**src/rtl/lcd_fifo_rd_ctl.sv**
```systemverilog
// lcd_fifo_rd_ctl: panel timing generator that drains the pixel FIFO onto the LCD pins.
module lcd_fifo_rd_ctl #(
    parameter int DATA_W = 16,
    parameter int CNT_W = 11,
    parameter int START_LEVEL = 512,
    parameter int H_SYNC = 128,
    parameter int H_BP = 88,
    parameter int H_ACTIVE = 800,
    parameter int H_FP = 40,
    parameter int V_SYNC = 2,
    parameter int V_BP = 33,
    parameter int V_ACTIVE = 480,
    parameter int V_FP = 10,
    parameter bit SYNC_POL = 1'b0,
    parameter logic [DATA_W-1:0] UNDERFLOW_COLOR = 16'hF800
) (
    input  logic              fifo_rd_clk,
    input  logic              rst,
    output logic              fifo_rd_en,
    input  logic [DATA_W-1:0] fifo_dout,
    input  logic              fifo_empty,
    input  logic [CNT_W-1:0]  fifo_rd_cnt,
    output logic              lcd_framesync,
    output logic              lcd_hs,
    output logic              lcd_vs,
    output logic              lcd_de,
    output logic [DATA_W-1:0] lcd_data,
    output logic              underflow
);
    localparam int H_TOTAL = H_SYNC + H_BP + H_ACTIVE + H_FP;
    localparam int V_TOTAL = V_SYNC + V_BP + V_ACTIVE + V_FP;
    localparam int HW = $clog2(H_TOTAL + 1);
    localparam int VW = $clog2(V_TOTAL + 1);
    localparam logic [HW-1:0] H_S = HW'(H_SYNC);
    localparam logic [HW-1:0] H_A0 = HW'(H_SYNC + H_BP);
    localparam logic [HW-1:0] H_A1 = HW'(H_SYNC + H_BP + H_ACTIVE);
    localparam logic [HW-1:0] H_L = HW'(H_TOTAL - 1);
    localparam logic [VW-1:0] V_S = VW'(V_SYNC);
    localparam logic [VW-1:0] V_A0 = VW'(V_SYNC + V_BP);
    localparam logic [VW-1:0] V_A1 = VW'(V_SYNC + V_BP + V_ACTIVE);
    localparam logic [VW-1:0] V_L = VW'(V_TOTAL - 1);
    localparam logic [CNT_W-1:0] START = CNT_W'(START_LEVEL);

    typedef enum logic {IDLE, RUN} state_t;
    state_t state, state_nx;

    logic [HW-1:0] h_cnt;
    logic [VW-1:0] v_cnt;
    logic run, last, hs0, vs0, act0;
    logic hs1, vs1, act1, pop1;
    logic frame_bad, armed, idle_pulse;

    assign run = (state == RUN);
    assign last = (h_cnt == H_L) && (v_cnt == V_L);
    // Stage 0 is gated by RUN so the pins stay blank and inactive while idle.
    assign hs0 = run && (h_cnt < H_S);
    assign vs0 = run && (v_cnt < V_S);
    assign act0 = run && (h_cnt >= H_A0) && (h_cnt < H_A1) && (v_cnt >= V_A0) && (v_cnt < V_A1);
    assign fifo_rd_en = act0 && !fifo_empty;
    assign lcd_framesync = (run && h_cnt == '0 && v_cnt == '0) || idle_pulse;

    always_comb begin
        state_nx = state;
        if (run)
            state_nx = (last && frame_bad) ? IDLE : RUN;
        else
            state_nx = (fifo_rd_cnt >= START) ? RUN : IDLE;
    end

    always_ff @(posedge fifo_rd_clk or posedge rst) begin
        if (rst)
            state <= IDLE;
        else
            state <= state_nx;
    end

    always_ff @(posedge fifo_rd_clk or posedge rst) begin
        if (rst) begin
            h_cnt <= '0;
            v_cnt <= '0;
            frame_bad <= 1'b0;
            underflow <= 1'b0;
            armed <= 1'b1;
            idle_pulse <= 1'b0;
            {hs1, vs1, act1, pop1} <= '0;
            lcd_hs <= ~SYNC_POL;
            lcd_vs <= ~SYNC_POL;
            lcd_de <= 1'b0;
            lcd_data <= '0;
        end else begin
            armed <= 1'b0;
            // Write side realigns on the first idle cycle after reset and after every abort.
            idle_pulse <= armed || (run && state_nx == IDLE);
            if (run) begin
                h_cnt <= (h_cnt == H_L) ? '0 : h_cnt + 1'b1;
                if (h_cnt == H_L)
                    v_cnt <= (v_cnt == V_L) ? '0 : v_cnt + 1'b1;
            end else begin
                h_cnt <= '0;
                v_cnt <= '0;
            end
            if (act0 && fifo_empty) begin
                frame_bad <= 1'b1;
                underflow <= 1'b1;
            end else if (run && last) begin
                frame_bad <= 1'b0;
            end
            {hs1, vs1, act1, pop1} <= {hs0, vs0, act0, fifo_rd_en};
            lcd_hs <= hs1 ? SYNC_POL : ~SYNC_POL;
            lcd_vs <= vs1 ? SYNC_POL : ~SYNC_POL;
            lcd_de <= act1;
            lcd_data <= act1 ? (pop1 ? fifo_dout : UNDERFLOW_COLOR) : '0;
        end
    end
endmodule

```
**config.mk**
```make
export PLATFORM = sky130hd
export DESIGN_NAME = lcd_fifo_rd_ctl
export DESIGN_NICKNAME = d
export VERILOG_FILES = /design/src/rtl/lcd_fifo_rd_ctl.sv
export SDC_FILE = /design/constraint.sdc
export NUM_CORES = 1
export LEC_CHECK = 0
export BUFFER_PORTS_ARGS = -buffer_cell sky130_fd_sc_hd__buf_2
export CAP_MARGIN = 25
export CORE_ASPECT_RATIO = 2
export CORE_MARGIN = 1
export CORE_UTILIZATION = 45
export CTS_BUF_LIST = sky130_fd_sc_hd__clkbuf_16
export DETAILED_ROUTE_END_ITERATION = 12
export PLACE_DENSITY = 0.8
export SLEW_MARGIN = 25
export SYNTH_ARGS = -nofsm -noshare
export SYNTH_HDL_FRONTEND = slang
export SYNTH_SLANG_ARGS = --single-unit
```
**constraint.sdc**
```tcl
create_clock -name fifo_rd_clk -period 4.7 [get_ports fifo_rd_clk]
set_input_delay 0.94 -clock fifo_rd_clk [delete_from_list [all_inputs] [get_ports fifo_rd_clk]]
set_output_delay 0.94 -clock fifo_rd_clk [all_outputs]
set_load 0.01 [all_outputs]
```
# After elaboration in Yosys (flattened, before gate mapping)
# Index checks and enable logic that the tools add are counted.
# op_classes
n_addsub	2
n_mul	0
n_div	0
magnitude_cmp	7
n_eq_ne	3
n_shift	0
mux	14
n_bitwise	1
reduce_logical	20
# ops
cell	n
$mux W16	2
$mux W10	3
$mux W11	2
$logic_and A1 B1 Y1	14
$add A11 B1 Y11 const B	1
$eq A11 B11 Y1 const B	1
$ge A11 B10 Y1 const B	1
$ge A11 B8 Y1 const B	1
$logic_not A11 Y1	1
$lt A11 B10 Y1 const B	1
$lt A11 B8 Y1 const B	1
$add A10 B1 Y10 const B	1
$eq A10 B10 Y1 const B	1
$ge A10 B6 Y1 const B	1
$logic_not A10 Y1	1
$lt A10 B10 Y1 const B	1
$lt A10 B2 Y1 const B	1
$mux W1	7
$logic_or A1 B1 Y1	2
$ne A2 B1 Y1 const B	1
$reduce_bool A2 Y1	1
$logic_not A1 Y1	1
$not A1 Y1	1
# totals
reg_bits	49
latch_bits	0
ram_bits	0
rom_bits	0
in_bits	30
out_inout_bits	22
word_cells	62
n_memories	0

# Longest topological paths before layout
# Gate-level depths: netlist (run 1).
# depth
word_depth	8
depth_mapped	7
depth_no_buf	6

# Least setup slack after synthesis (run 1)
# Ideal clock, no wire load.
# synth_timing
kind	reg2out
from	register v_cnt[1]
to	output fifo_rd_en
arrival_time_ns	1.575
t_required_ns	3.760
path_slack_ns	2.185
stages_incl_launch_ff	6
path_buffers	0
path_cell_list	dfrtp_1 > ha_1 > or4_1 > o21ai_0 > nand4bb_1 > nor2_1
# synth_via
elab_chain_cells	4
elab_cells_between_ends	5
classes_between	2 x order compare; 3 x reduce/logical
# synth_rtl
element	line_no	rtl
start, declared	48	logic [VW-1:0] v_cnt;
start signal, assigned	97	v_cnt <= (v_cnt == V_L) ? '0 : v_cnt + 1'b1;
$ge A10 B6 Y1	58	assign act0 = run && (h_cnt >= H_A0) && (h_cnt < H_A1) && (v_cnt >= V_A0) && (v_cnt < V_A1);
$logic_and A1 B1 Y1	58	
$logic_and A1 B1 Y1 (*)	58	
$logic_and A1 B1 Y1 (*)	59	assign fifo_rd_en = act0 && !fifo_empty;
end, declared	19	output logic fifo_rd_en,
# Every way passes the cells marked *; elsewhere a longest branch is shown, timed or not.

# Worst setup path after layout (run 1)
# Same ends and word-level chain as after synthesis.

==> flow_summary.toml, run 1 <==
[worst_setup_path]
worstSetupStartpoint = "v_cnt[1]$_DFFE_PP0P_"
crit_path_end_kind = "output port"
crit_fanout = 6
cp.required_ps = 3760
start_kind = "register"
r2r_cells = 4
reg2reg_from = "v_cnt[5]$_DFFE_PP0P_"
r2r-end = "v_cnt[3]$_DFFE_PP0P_"
regToRegSetupSlack_ps = 2260
crit_type = "register to output port"
endpoint = "fifo_rd_en"
crit_arrival_ps = 2130

[synth]
muxShareOfSynthArea_pct = 0.991
ys_warn_count = 0
synth_cells = 204
postSynthAreaPerCell_um2 = 10.5
yosys.area.top_type = "dfrtp_1"
synth_top_family_by_area = "simple AND/OR/NAND/NOR gates"
synth_top_area_share_pct = 53.6
syn_nets = 238
synth_compound_area_share_pct = 11.2
synthAdderAreaFrac_pct = 2.33
synth_area_leaders = "dfrtp_1 (54%), dfstp_2 (3.7%), and3_1 (3.5%), inv_1 (2.6%), nor2_1 (2.6%)"
ys_seq_area_share_pct = 57.3
synth_xor_area_share_pct = 3.26
syn_area_mm2 = 0.00215
synth-simple-area-share_pct = 20.5
ys_types = 41
ys_seq_elements = 49

[power_and_ir_drop]
p_int_mw = 0.758
p_leak_nw = 1.32
switching_share_pct = 26.6
switchingPower_mw = 0.275
comb_power_share_pct = 11.7
ir_worst_vdd_mv = 0.337
seq_power_share_pct = 49.2
power_mw = 1.03
clockPowerShare_pct = 39.1
power_density_mw_per_mm2 = 403

[timing]
maxSlewViolCount = 0
final.min_clock_period_ps = 3070
skew_ps = 4.01
max_slew.worst_pin.slew_ps = 974
slew-limit-headroom_pct = 34.2
fin_setup_tns_ps = 0
rsz0062_at_grt = "false"
hold_viol = 0
layout_worst_path_cycle_share_pct = 65.3
setup_viol_count_final = 0
max_freq_ghz = 0.326

[cts]
cts.htree.levels = 2
holdBufCountCts = 0
clockBufferDepth = 2
root_buffer = "clkbuf_16"
cts_buffers = 5
post_cts_resized = 0
path_clk_slew_ps = 70
clk_latency_ps = 290
cts_tree = "yes"
cts_sinks = 49
cts_setup_buffers = 0

[final_layout]
largest_reg_flops = 16
area_delta_synth_final_pct = 19.3
final_core_util_pct = 55.7
nFillCells = 423
nNetsFinal = 279
top_regs = "lcd_data (16), h_cnt (11), v_cnt (10)"
diodes = 0
regMostFlops = "lcd_data"
fin_area_mm2 = 0.00256
drive_gt1_share_pct = 23.6

[job]
drv_cap = 0

[placed_design]
placed_cell_area_mm2 = 0.00239
portBuffers = 42
place_hpwl_um = 3170
gp_congestion = 0.843

[routing]
drc = 0
via_per_inst = 5.53
vias = 1666
ant_nets = 0
drtPass1Iterations = 4
drt_iter0_drc = 35
wl_um = 4420
wl_per_cell_um = 14.7

[global_route]
antenna_found_initial = 0
grt_pass1_wl_um = 7520
grt_pass1_vias = 1710
grt_max_degree = 50
grt_overflow = 0
grt.total_usage_pct = 20.3

[floorplanning]
io_pins = 52
die_y_um = 99.7
die-area_mm2 = 0.00507
core-area_mm2 = 0.00460
start_util_pct = 46.7
rows = 35
die_w_um = 50.8

[status]
status = "complete, no violations"

[hold_path]
holdCritPathClass = "register to register"
min-delay-start = "vs1$_DFF_PP0_"
[worst max-delay path: stages, from the launching register on]
cell and delay [ps]:
dfrtp_1 430, ha_1 260, or4_1 430, o21ai_0 160
nand4bb_1 220, nor2_1 170, buf_2 160
[per-layer routing]
layer	routed length (µm)	GRT usage [%]	vias to the layer above
met5	0	0	-
met4	284	16.0	0
met3	133	3.67	22
met2	2380	35.6	46
met1	1630	20.1	801
li1	-	-	797
[placed cells by master (no fill, tap or decap), types with 2 or more instances in the layout]
cell type and count:
a21boi_0 5, a21oi_1 9, a31o_2 2, and2_1 2, and3_1 12, buf_2 42
clkbuf_16 5, clkinv_1 2, dfrtp_1 46, dfstp_2 3, ha_1 4, inv_1 14
nand2_1 8, nand3_1 8, nand4_1 5, nor2_1 15, nor3_1 10, o21ai_0 11
o21bai_1 2, o31ai_1 2, or3_1 6, or4_1 5, xnor2_1 4, xor2_1 4
[area by class of cell]
type | instances | area [µm²] | area share [%]
well taps | 55 | 68.8 | 2.69
inverters | 16 | 61.3 | 2.39
clock buffers | 5 | 125 | 4.88
clock inverters | 3 | 41.3 | 1.61
multi-input cells | 131 | 826 | 32.2
flip-flops and latches | 49 | 1230 | 48.0
repair buffers | 42 | 210 | 8.20
[metrics by stage]
| step | instances | hold slack, ps | setup slack [ps] |
|---|---|---|---|
| after floorplan | 204 | 337 | 2180 |
| after global placement | 293 | 337 | 1980 |
| after detailed placement | 293 | 346 | 1940 |
| after CTS | 301 | 357 | 1620 |
| after global routing | 301 | 363 | 1470 |
| final | 301 | 356 | 1630 |
[cell usage after synthesis (all sizes together)]
cell and count:
a21boi 5, a21oi 9, a221o 1, a22o 1, a31o 2, a31oi 1
a41o 1, a41oi 1, and2 2, and3 13, and4 1, buf 1
clkbuf 7, clkinv 1, conb 1, dfrtp 46, dfstp 3, ha 4
inv 15, mux2 1, mux2i 1, nand2 8, nand2b 1, nand3 8
nand4 5, nand4bb 1, nor2 15, nor2b 1, nor3 10, nor4 1
nor4b 1, o2111a 1, o21ai 11, o21bai 2, o31ai 2, or3 6
or4 6, xnor2 4, xor2 4
[cell families (layout without fill, tap and decap cells)]
group                      Yosys count  count (layout)
xor gates and xnor gates             8               8
buffers and inverters               24              66
other                                1               1
adders and majority gates            4               4
muxes                                2               2
DFF                                 49              49
and+or+nand+nor                     79              79
AOI/OAI and AO/OA                   37              37
[power by group through the flow]
| stage | sequential, mW | combinational, mW | clock (mW) |
|---|---|---|---|
| finish | 0.508 | 0.121 | 0.404 |
| global route | 0.516 | 0.140 | 0.422 |
| CTS | 0.507 | 0.120 | 0.406 |
| detailed placement | 0.515 | 0.118 | 0 |
| global placement | 0.513 | 0.112 | 0 |
| floorplan | 0.492 | 0.103 | 0 |
[how the worst min path moves through the flow]
| stage | end | slack, ps | depth (start not counted) |
|---|---|---|---|
| 4_1_cts | lcd_vs$_DFF_PP1_ | 360 | 1 |
| 6_report | lcd_vs$_DFF_PP1_ | 360 | 1 |
| 3_5_place_dp | lcd_vs$_DFF_PP1_ | 350 | 1 |
| 2_1_floorplan | lcd_hs$_DFF_PP1_ | 340 | 1 |
| 3_3_place_gp | lcd_vs$_DFF_PP1_ | 340 | 1 |
| 5_1_grt | lcd_vs$_DFF_PP1_ | 360 | 1 |
Note: power is estimated with default switching activity, not from simulation.
==> run 2, diff against run 1 <==
Clock period 4.7 ns to 3.02 ns, I/O delays scaled along.
==> flow_summary.toml, run 2 (synthesis results as in run 1) <==
[status]
status = "complete, no violations"

[timing]
layout_worst_path_cycle_share_pct = 90.4
setup_viol_count_final = 0
maxSlewViolCount = 0
rsz0062_at_grt = "false"
skew_ps = 4.81
slew-limit-headroom_pct = 46.4
fin_setup_tns_ps = 0
max_freq_ghz = 0.366
max_slew.worst_pin.slew_ps = 803
final.min_clock_period_ps = 2730
timing.final.ws_setup_ps = 290
hold_viol = 0

[cts]
clockBufferDepth = 2
cts_buffers = 5
clk_latency_ps = 290
holdBufCountCts = 0
path_clk_slew_ps = 70
post_cts_resized = 0
cts_setup_buffers = 0
cts_sinks = 49
cts.htree.levels = 2
cts_tree = "yes"
root_buffer = "clkbuf_16"

[worst_setup_path]
path_cells = "ha_1 > or4_1 > o21ai_0 > nand4bb_1 > nor2_1 > buf_2"
r2r_cells = 4
start_kind = "register"
crit_path_end_kind = "output port"
cp.depth = 6
crit_arrival_ps = 2130
cpMaxStageDelayCell = "dfrtp_1"
path_buf_inv = 1
cpLargestDelayFamily = "simple AND/OR/NAND/NOR gates"
cp.required_ps = 2420
crit_fanout = 6
crit_type = "register to output port"
cpPeakStageDelay_ps = 440

[routing]
drt_iter0_drc = 15
vias = 1693
drtPass1Iterations = 4
drc = 0
wl_per_cell_um = 14.7
ant_nets = 0
via_per_inst = 5.61
wl_um = 4430

[final_layout]
fin_cells = 302
nFillCells = 428
layout_commonest_cell = "dfrtp_1"
final_cell_mix = "dfrtp_1 (46), buf_2 (42), nor2_1 (15)"
top_regs = "lcd_data (16), h_cnt (11), v_cnt (10)"
multi_input_area_um2 = 833
area_delta_synth_final_pct = 20.3
nNetsFinal = 280
regMostFlops = "lcd_data"
regArea_mm2 = 0.00123
fin_area_mm2 = 0.00258
drive_gt1_share_pct = 24.7
diodes = 0
largest_reg_flops = 16

[hold_path]
holdCritPathClass = "register to register"
hold_path_depth = 1

[floorplanning]
die_y_um = 99.7
die_w_um = 50.8
rows = 35
die-area_mm2 = 0.00507
start_util_pct = 46.7
core-area_mm2 = 0.00460
io_pins = 52

[global_route]
grt_overflow = 0
grt_pass1_vias = 1715
grt_max_degree = 50
grt_pass1_wl_um = 7600
grt.total_usage_pct = 20.1
antenna_found_initial = 0

[placed_design]
placed_cells = 294
portBuffers = 42
placed_cell_area_mm2 = 0.00240
gp_congestion = 0.842
place_hpwl_um = 3130
dpl_worst_slack_ps = 614

[power_and_ir_drop]
ir_worst_vdd_mv = 0.491
p_leak_nw = 1.33
power_mw = 1.61
power_density_mw_per_mm2 = 624

[job]
drv_cap = 0
run 2: cell types whose count changed in the layout (fill, tap and decap cells not counted), sizes merged:
cell,previous run,this run
buf,42,43
run 2: per-stage QoR:
| stage | hold WS (ps) | util, % |
|---|---|---|
| after floorplan | 337 | - |
| after global placement | 337 | 52.2 |
| after detailed placement | 349 | 52.2 |
| after CTS | 363 | 56.0 |
| after global routing | 372 | 56.2 |
| final | 355 | 56.2 |
run 2: cell type report:
cell class / instances / area share [%]
clock buffers: 5 / 4.84
multi-input cells: 131 / 32.3
repair buffers: 43 / 8.43
inverters: 16 / 2.37
flip-flops and latches: 49 / 47.6
clock inverters: 3 / 1.79
well taps: 55 / 2.66
run 2: worst paths after layout:
kind                                      startpoint              endpoint  slack (ps)
worst max-delay path            v_cnt[1]$_DFFE_PP0P_            fifo_rd_en         290
worst min-delay path                   hs1$_DFF_PP0_      lcd_hs$_DFF_PP1_         360
worst max register to register  v_cnt[5]$_DFFE_PP0P_  v_cnt[9]$_DFFE_PP0P_         720
max in group asynchronous                        rst         hs1$_DFF_PP0_        2100
min in group asynchronous                        rst    h_cnt[7]$_DFF_PP0_         440
worst min register to register         hs1$_DFF_PP0_      lcd_hs$_DFF_PP1_         360
run 2: report_power, final:
| part | total [mW] | switching [mW] | internal, mW |
|---|---|---|---|
| clock network | 0.633 | 0.241 | 0.392 |
| registers | 0.791 | 0.0792 | 0.712 |
| logic | 0.189 | 0.108 | 0.0804 |
| total | 1.61 | 0.429 | 1.18 |
run 2: layer usage:
metal / global-route usage [%] / up-vias / share of wire (%)
met3: 3.82 / 15 / 3.7
met4: 12.0 / 0 / 3.7
met1: 19.5 / 824 / 35
met5: 0 / - / 0
met2: 37.5 / 53 / 58
li1: - / 801 / -
run 2: worst register-to-register path, stage by stage, from the launching register on:
cell and delay, ps:
dfrtp_1 440, or4_4 570, or4_1 640, and3_4 250
a221o_1 290
